$ cat config.mk
export PLATFORM = sky130hd
export DESIGN_NAME = fetch_unit
export DESIGN_NICKNAME = d
export VERILOG_FILES = /design/src/rtl/fetch_unit.sv
export SDC_FILE = /design/constraint.sdc
export NUM_CORES = 1
export LEC_CHECK = 0
export CAP_MARGIN = 20
export CORE_MARGIN = 3
export CORE_UTILIZATION = 44
export DETAILED_ROUTE_END_ITERATION = 6
export PLACE_DENSITY = 0.85
export SLEW_MARGIN = 20
export SYNTH_ARGS = -nofsm -noshare
export SYNTH_HDL_FRONTEND = slang
export SYNTH_SLANG_ARGS = --single-unit
$ cat constraint.sdc
create_clock -name clk -period 2.4 [get_ports clk]
set_input_delay 0.48 -clock clk [delete_from_list [all_inputs] [get_ports clk]]
set_output_delay 0.48 -clock clk [all_outputs]
set_load 0.01 [all_outputs]
$ cat src/rtl/fetch_unit.sv
// Instruction fetch stage: PC register, next-PC selection, IF/ID pipeline register,
// RUN/HOLD stall tracking and saturating fetch/stall counters.
module fetch_unit #(
    parameter logic [7:0] RESET_PC = 8'h00
) (
    input  logic        clk,
    input  logic        reset,
    output logic [7:0]  i_address,
    input  logic [31:0] instruction,
    input  logic        stall,
    input  logic        flush,
    input  logic        branch_taken,
    input  logic [7:0]  branch_target,
    input  logic        jump,
    input  logic [7:0]  jump_target,
    output logic [31:0] if_id_instruction,
    output logic [7:0]  if_id_pc_plus4,
    output logic        if_id_valid,
    output logic [15:0] fetch_count,
    output logic [15:0] stall_count,
    output logic        in_hold
);

    typedef enum logic {
        RUN  = 1'b0,
        HOLD = 1'b1
    } state_e;

    localparam logic [7:0] RESET_PC_ALIGNED = RESET_PC & 8'hFC;

    state_e      state_q, state_d;
    logic [7:0]  pc_q, pc_d;
    logic [31:0] ifIdInstr_q, ifIdInstr_d;
    logic [7:0]  ifIdPcPlus4_q, ifIdPcPlus4_d;
    logic        ifIdValid_q, ifIdValid_d;
    logic [15:0] fetchCount_q, fetchCount_d;
    logic [15:0] stallCount_q, stallCount_d;
    logic [7:0]  pcPlus4;
    logic        redirect;
    logic        loadValid;

    // A redirect comes from an older instruction, so it beats stall for both PC and IF/ID.
    always_comb begin
        pcPlus4       = pc_q + 8'd4;
        redirect      = branch_taken | jump;
        loadValid     = !redirect && !flush && !stall;
        pc_d          = pcPlus4;
        ifIdInstr_d   = ifIdInstr_q;
        ifIdPcPlus4_d = ifIdPcPlus4_q;
        ifIdValid_d   = ifIdValid_q;
        fetchCount_d  = fetchCount_q;
        stallCount_d  = stallCount_q;
        state_d       = RUN;

        if (branch_taken) begin
            pc_d = branch_target & 8'hFC;
        end else if (jump) begin
            pc_d = jump_target & 8'hFC;
        end else if (stall) begin
            pc_d = pc_q;
        end

        if (redirect || flush) begin
            ifIdInstr_d   = 32'h0;
            ifIdPcPlus4_d = 8'h00;
            ifIdValid_d   = 1'b0;
        end else if (!stall) begin
            ifIdInstr_d   = instruction;
            ifIdPcPlus4_d = pcPlus4;
            ifIdValid_d   = 1'b1;
        end

        if (loadValid && fetchCount_q != 16'hFFFF) begin
            fetchCount_d = fetchCount_q + 16'd1;
        end
        if (state_q == HOLD && stallCount_q != 16'hFFFF) begin
            stallCount_d = stallCount_q + 16'd1;
        end

        if (stall && !redirect) begin
            state_d = HOLD;
        end
    end

    always_ff @(posedge clk) begin
        if (reset) begin
            state_q       <= RUN;
            pc_q          <= RESET_PC_ALIGNED;
            ifIdInstr_q   <= 32'h0;
            ifIdPcPlus4_q <= 8'h00;
            ifIdValid_q   <= 1'b0;
            fetchCount_q  <= 16'h0;
            stallCount_q  <= 16'h0;
        end else begin
            state_q       <= state_d;
            pc_q          <= pc_d;
            ifIdInstr_q   <= ifIdInstr_d;
            ifIdPcPlus4_q <= ifIdPcPlus4_d;
            ifIdValid_q   <= ifIdValid_d;
            fetchCount_q  <= fetchCount_d;
            stallCount_q  <= stallCount_d;
        end
    end

    assign i_address         = pc_q;
    assign if_id_instruction = ifIdInstr_q;
    assign if_id_pc_plus4    = ifIdPcPlus4_q;
    assign if_id_valid       = ifIdValid_q;
    assign fetch_count       = fetchCount_q;
    assign stall_count       = stallCount_q;
    assign in_hold           = (state_q == HOLD);

endmodule

==> impl_metrics.csv, run 1 <==
group,metric,value,unit
synth,synth_seq_cells,78,
clocking,cts_tree,"yes",
routing,routed_via_density,5.44,
synth,ys.flop_type,"dfxtp_1",
routing,drc,0,
synth,synth_top_area_cell,"dfxtp_1",
synth,syn_area_per_cell,8.84,µm²
global_route,grt_pass1_vias,3284,
routing,wl_per_cell,15.2,µm
power,power_density,506,nW/µm²
timing,hold_viol_final,0,
clocking,insertion_delay,340,ps
setup_path,critPathArrivalTime,2190,ps
power,peakVddDrop,0.000320,V
timing,setup_violations,0,
clocking,postCtsSetupBuffers,0,
floorplan,die_x,96.0,µm
synth,synth_top_area_share,43.9,%
layout,nNetsFinal,585,
timing,period_needed,1990,ps
synth,yosys-top-cells-count,"dfxtp_1 (78), nor2_1 (66), mux2i_1 (39)",
floorplan,initial_utilization,45.6,%
timing,fin_crit_sh,82.9,%
placement,pre_cts_ws,122,ps
clocking,cts_buffers,9,
setup_path,startpoint,"stall_count[0]$_SDFFE_PP0P_",
timing,clock_skew,9.66,ps
setup_path,critical_path_class,"flip-flop to flip-flop",
floorplan,rows,32,
hold_path,hp-class,"flip-flop to flip-flop",
placement,routabilityCongestion,0.848,
global_route,grt_max_degree,42,
layout,multi_input_area,1830,µm²
placement,port_buffers,127,
layout,n_antenna_cell,0,
routing,ant_nets,0,
routing,first_pass_iters,4,
timing,worst_pin_slew,488,ps
timing,maxSlewHeadroom,67.2,%
clocking,htree_levels,3,
floorplan,fp.coreArea,7810,µm²
clocking,cts.clk_slew.worst_paths,80,ps
layout,regArea,1560,µm²
setup_path,cp-end-kind,"flip-flop",
synth,async_flop_share,0,%
hold_path,worstHoldStart,"if_id_valid$_SDFFE_PP0N_",
setup_path,r2r-start,"stall_count[0]$_SDFFE_PP0P_",
global_route,grt_overflow,0,
floorplan,io_pins,136,
synth,yosysMostFrequentCell,"dfxtp_1",
setup_path,crit_required,2600,ps
placement,place_area,4900,µm²
setup_path,crit_path_max_fanout,6,
floorplan,die_area,9210,µm²
power,finalPower,2.58,mW
layout,finalCoreUtilization,65.3,%
clocking,cts_resized,0,
synth,syn_inst,403,
synth,yosys_warnings,0,
timing,tns,0,ps
clocking,cts_hold_buffers,0,
global_route,grt_pass1_wl,15.6,mm
synth,synth.area.top_cells,"dfxtp_1 (44%), mux2i_1 (11%), nor2_1 (7.0%), a21oi_1 (3.2%), nand2_1 (2.7%)",
clocking,cts_sinks,78,
synth,yosysUniqueCellTypes,47,
timing,slew_viol_final,0,
timing,setup_ws,410,ps
global_route,track_usage,21.7,%
timing,fmax,503,MHz
clocking,clockRootBuffer,"clkbuf_8",
synth,synth-edff-count,0,
layout,nFillCells,634,
placement,dp_hpwl,7.24,mm
run_status,outcome,"complete, no violations",
clocking,ctsLongestPathBuffers,2,
routing,route.vias.total,3453,
routing,drt_iter0_markers,151,
setup_path,startpoint_type,"flip-flop",
layout,final_layout_size_suffix_gt1_share,6.57,%
layout,syn_to_final_growth,43.3,%
floorplan,die_h,96.0,µm
power,p_leak,1.87,nW
timing,rsz0062_at_grt,"false",
layout,final_cell_area,5100,µm²
routing,wirelength,9.68,mm
global_route,antenna_found_initial,0,
flow_run,max-cap-violations,0,
synth,ys_seq_area_share,43.9,%
synth,syn_area,3560,µm²
[report_power, final]
part | internal (mW) | switching (mW) | total, mW
sequential | 1.31 | 0.0162 | 1.33
combinational | 0.152 | 0.115 | 0.267
clock | 0.505 | 0.485 | 0.990
total | 1.97 | 0.616 | 2.58
[final timing paths]
kind / to / slack, ps / depth (start not counted)
min: if_id_valid$_SDFFE_PP0N_ / 460 / 2
min reg2reg: if_id_valid$_SDFFE_PP0N_ / 460 / 2
max: stall_count[10]$_SDFFE_PP0P_ / 410 / 5
max reg2reg: stall_count[10]$_SDFFE_PP0P_ / 410 / 5
[flip-flops by register name (all words and copies together), names as in the netlist]
name               flops
if_id_instruction     32
fetch_count           16
stall_count           16
i_address              6
if_id_pc_plus4         6
if_id_valid            1
in_hold                1
[critical path, stage by stage, from the launching register on]
cell and delay (ps):
dfxtp_1 430, ha_1 310, and4_1 260, nand3_1 210
o311ai_0 480, o41ai_1 160
[cell families after synthesis]
family	after synthesis	synth area share [%]
and+or+nand+nor	176	25.0
DFF	78	43.9
AOI/OAI and AO/OA	63	11.5
muxes	43	12.2
buffers and inverters	34	4.99
xor gates and xnor gates	5	1.23
adders and majority gates	3	1.05
other	1	0.105
[placed cells by master (no fill, tap or decap), types with 5 or more instances in the layout]
cell type        netlist  final
mux2i_1               39     39
and4_1                 5      5
nor2b_1                7      7
dfxtp_1               78     78
nand2_1               26     26
o31ai_1               11     11
clkbuf_8               1     10
nand4_1               12     12
clkdlybuf4s50_1        0    126
o21ai_0                8      8
a211oi_1               5      5
nor3_1                18     18
inv_1                  9      9
buf_4                  4      8
nand3_1               14     14
and2_1                 5      5
nor2_1                66     66
a21oi_1               23     23
or4_1                  8      8
[routing by layer]
layer | GRT usage [%] | wire length, µm | vias up
met1 | 24.9 | 3850 | 1614
li1 | - | - | 1689
met2 | 34.3 | 4470 | 135
met3 | 10.9 | 1170 | 15
met4 | 9.00 | 183 | 0
met5 | 0 | 0 | -
[layout make-up]
cell class              count  share of cell area, %
repair buffers            136                   26.4
clock buffers              10                   2.70
flip-flops and latches     78                   30.6
well taps                 102                   2.50
multi-input cells         294                   35.9
inverters                   9                  0.662
clock inverters             6                   1.20
[metrics by stage]
step / instances / hold WS [ps]
after floorplan: 406 / 474
after global placement: 619 / 436
after detailed placement: 619 / 448
after CTS: 635 / 460
after global routing: 635 / 493
final: 635 / 460
Power figures use the tool's default switching activity.
==> run 2: changes to the inputs <==
==> constraint.sdc (replaced) <==
create_clock -name clk -period 2 [get_ports clk]
set_input_delay 0.4 -clock clk [delete_from_list [all_inputs] [get_ports clk]]
set_output_delay 0.4 -clock clk [all_outputs]
set_load 0.01 [all_outputs]
==> impl_metrics.csv, run 2 (same netlist as run 1, synthesis figures left out) <==
group,metric,value,unit
setup_path,slowest_stage,"or4_1",
floorplan,die_h,96.0,µm
timing,holdWs,492,ps
clocking,ctsLongestPathBuffers,2,
placement,port_buffers,127,
run_status,outcome,"complete, no violations",
clocking,htree_levels,3,
hold_path,hp-class,"flip-flop to flip-flop",
timing,clock_skew,14.1,ps
routing,route.vias.total,3526,
setup_path,cp-end-kind,"flip-flop",
global_route,track_usage,22.3,%
routing,wirelength,10.1,mm
floorplan,die_x,96.0,µm
clocking,postCtsSetupBuffers,0,
global_route,grt_max_degree,46,
timing,period_needed,1850,ps
routing,first_pass_iters,4,
power,peakVddDrop,0.000464,V
layout,final_cell_mix,"clkdlybuf4s50_1 (126), dfxtp_1 (78), nor2_1 (66), mux2i_1 (39), nand2_1 (26)",
placement,dp_hpwl,7.44,mm
global_route,grt_overflow,0,
timing,worst_pin_slew,665,ps
timing,fin_crit_sh,92.6,%
placement,pre_cts_ws,-195,ps
setup_path,crit_required,2280,ps
routing,drc,0,
layout,n_antenna_cell,0,
global_route,antenna_found_initial,0,
clocking,cts_hold_buffers,0,
floorplan,initial_utilization,45.6,%
power,p_leak,1.91,nW
routing,ant_nets,0,
setup_path,crit_chain,"ha_1, and4_1, nand3_1, or4_1, a21oi_1",
setup_path,crit_path_max_fanout,6,
layout,final_layout_size_suffix_gt1_share,8.46,%
power,power_density,582,nW/µm²
floorplan,io_pins,136,
setup_path,max_stage_delay,520,ps
flow_run,max-cap-violations,0,
placement,dp_cells,630,
timing,maxSlewHeadroom,55.6,%
floorplan,rows,32,
placement,routabilityCongestion,0.843,
clocking,insertion_delay,350,ps
timing,fmax,540,MHz
layout,nNetsFinal,596,
layout,final_common_cell,"clkdlybuf4s50_1",
routing,routed_via_density,5.46,
routing,wl_per_cell,15.6,µm
timing,slew_viol_final,0,
floorplan,fp.coreArea,7810,µm²
layout,syn_to_final_growth,45.5,%
layout,final_cells,646,
clocking,cts_buffers,9,
clocking,cts_tree,"yes",
global_route,grt_pass1_wl,16.0,mm
clocking,clockRootBuffer,"clkbuf_8",
clocking,cts_resized,0,
timing,setup_violations,0,
layout,largest_reg_flops,32,
global_route,grt_pass1_vias,3412,
clocking,cts_sinks,78,
setup_path,critical_path_class,"flip-flop to flip-flop",
timing,hold_viol_final,0,
setup_path,startpoint_type,"flip-flop",
routing,drt_iter0_markers,170,
timing,setup_ws,148,ps
timing,rsz0062_at_grt,"false",
clocking,cts.clk_slew.worst_paths,100,ps
setup_path,critPathArrivalTime,2130,ps
floorplan,die_area,9210,µm²
==> run 2: final timing paths <==
path | slack [ps] | startpoint | cells after the start | end
hold / removal | 490 | if_id_pc_plus4[5]$_SDFFE_PP0N_ | 2 | if_id_pc_plus4[5]$_SDFFE_PP0N_
setup / recovery | 150 | stall_count[0]$_SDFFE_PP0P_ | 5 | stall_count[8]$_SDFFE_PP0P_
hold reg to reg | 490 | if_id_pc_plus4[5]$_SDFFE_PP0N_ | 2 | if_id_pc_plus4[5]$_SDFFE_PP0N_
setup reg to reg | 150 | stall_count[0]$_SDFFE_PP0P_ | 5 | stall_count[8]$_SDFFE_PP0P_
==> run 2: power by group <==
part | total (mW) | internal, mW | switching (mW) | leakage (nW)
Clock | 1.09 | 0.465 | 0.628 | 0.0864
Combinational | 0.328 | 0.188 | 0.140 | 1.19
Sequential | 1.59 | 1.57 | 0.0205 | 0.630
Total | 3.01 | 2.22 | 0.789 | 1.91
==> run 2: routing by layer <==
metal	routed length (µm)	up-vias	global-route usage [%]
li1	-	1718	-
met3	1040	14	8.68
met2	4760	154	36.1
met4	150	0	7.82
met5	0	-	0
met1	4140	1640	26.9
==> run 2: worst max-delay path, delay by kind of cell, from the launching register on <==
| family | cells | cell delay, ps |
|---|---|---|
| adders and majority gates | 1 | 220 |
| DFF | 1 | 450 |
| and+or+nand+nor | 3 | 970 |
| AOI/OAI and AO/OA | 1 | 140 |
==> run 2: layout make-up <==
type / instances / area, µm²
clock buffer: 9 / 124
clock inverter: 7 / 58.8
fill: 631 / 2630
inverter: 9 / 33.8
multi-input combinational: 294 / 1830
sequential: 78 / 1560
tap: 102 / 128
timing repair buffer: 147 / 1440
==> run 2: through the flow <==
stage | TNS, ps | util (%) | power, mW | area (µm²)
floorplan | 0 | - | 1.78 | 3570
global placement | -993 | 64.0 | 1.95 | 5000
detailed placement | -1430 | 64.0 | 1.96 | 5000
CTS | 0 | 66.3 | 3.04 | 5180
global route | 0 | 66.3 | 3.13 | 5180
finish | 0 | 66.3 | 3.01 | 5180
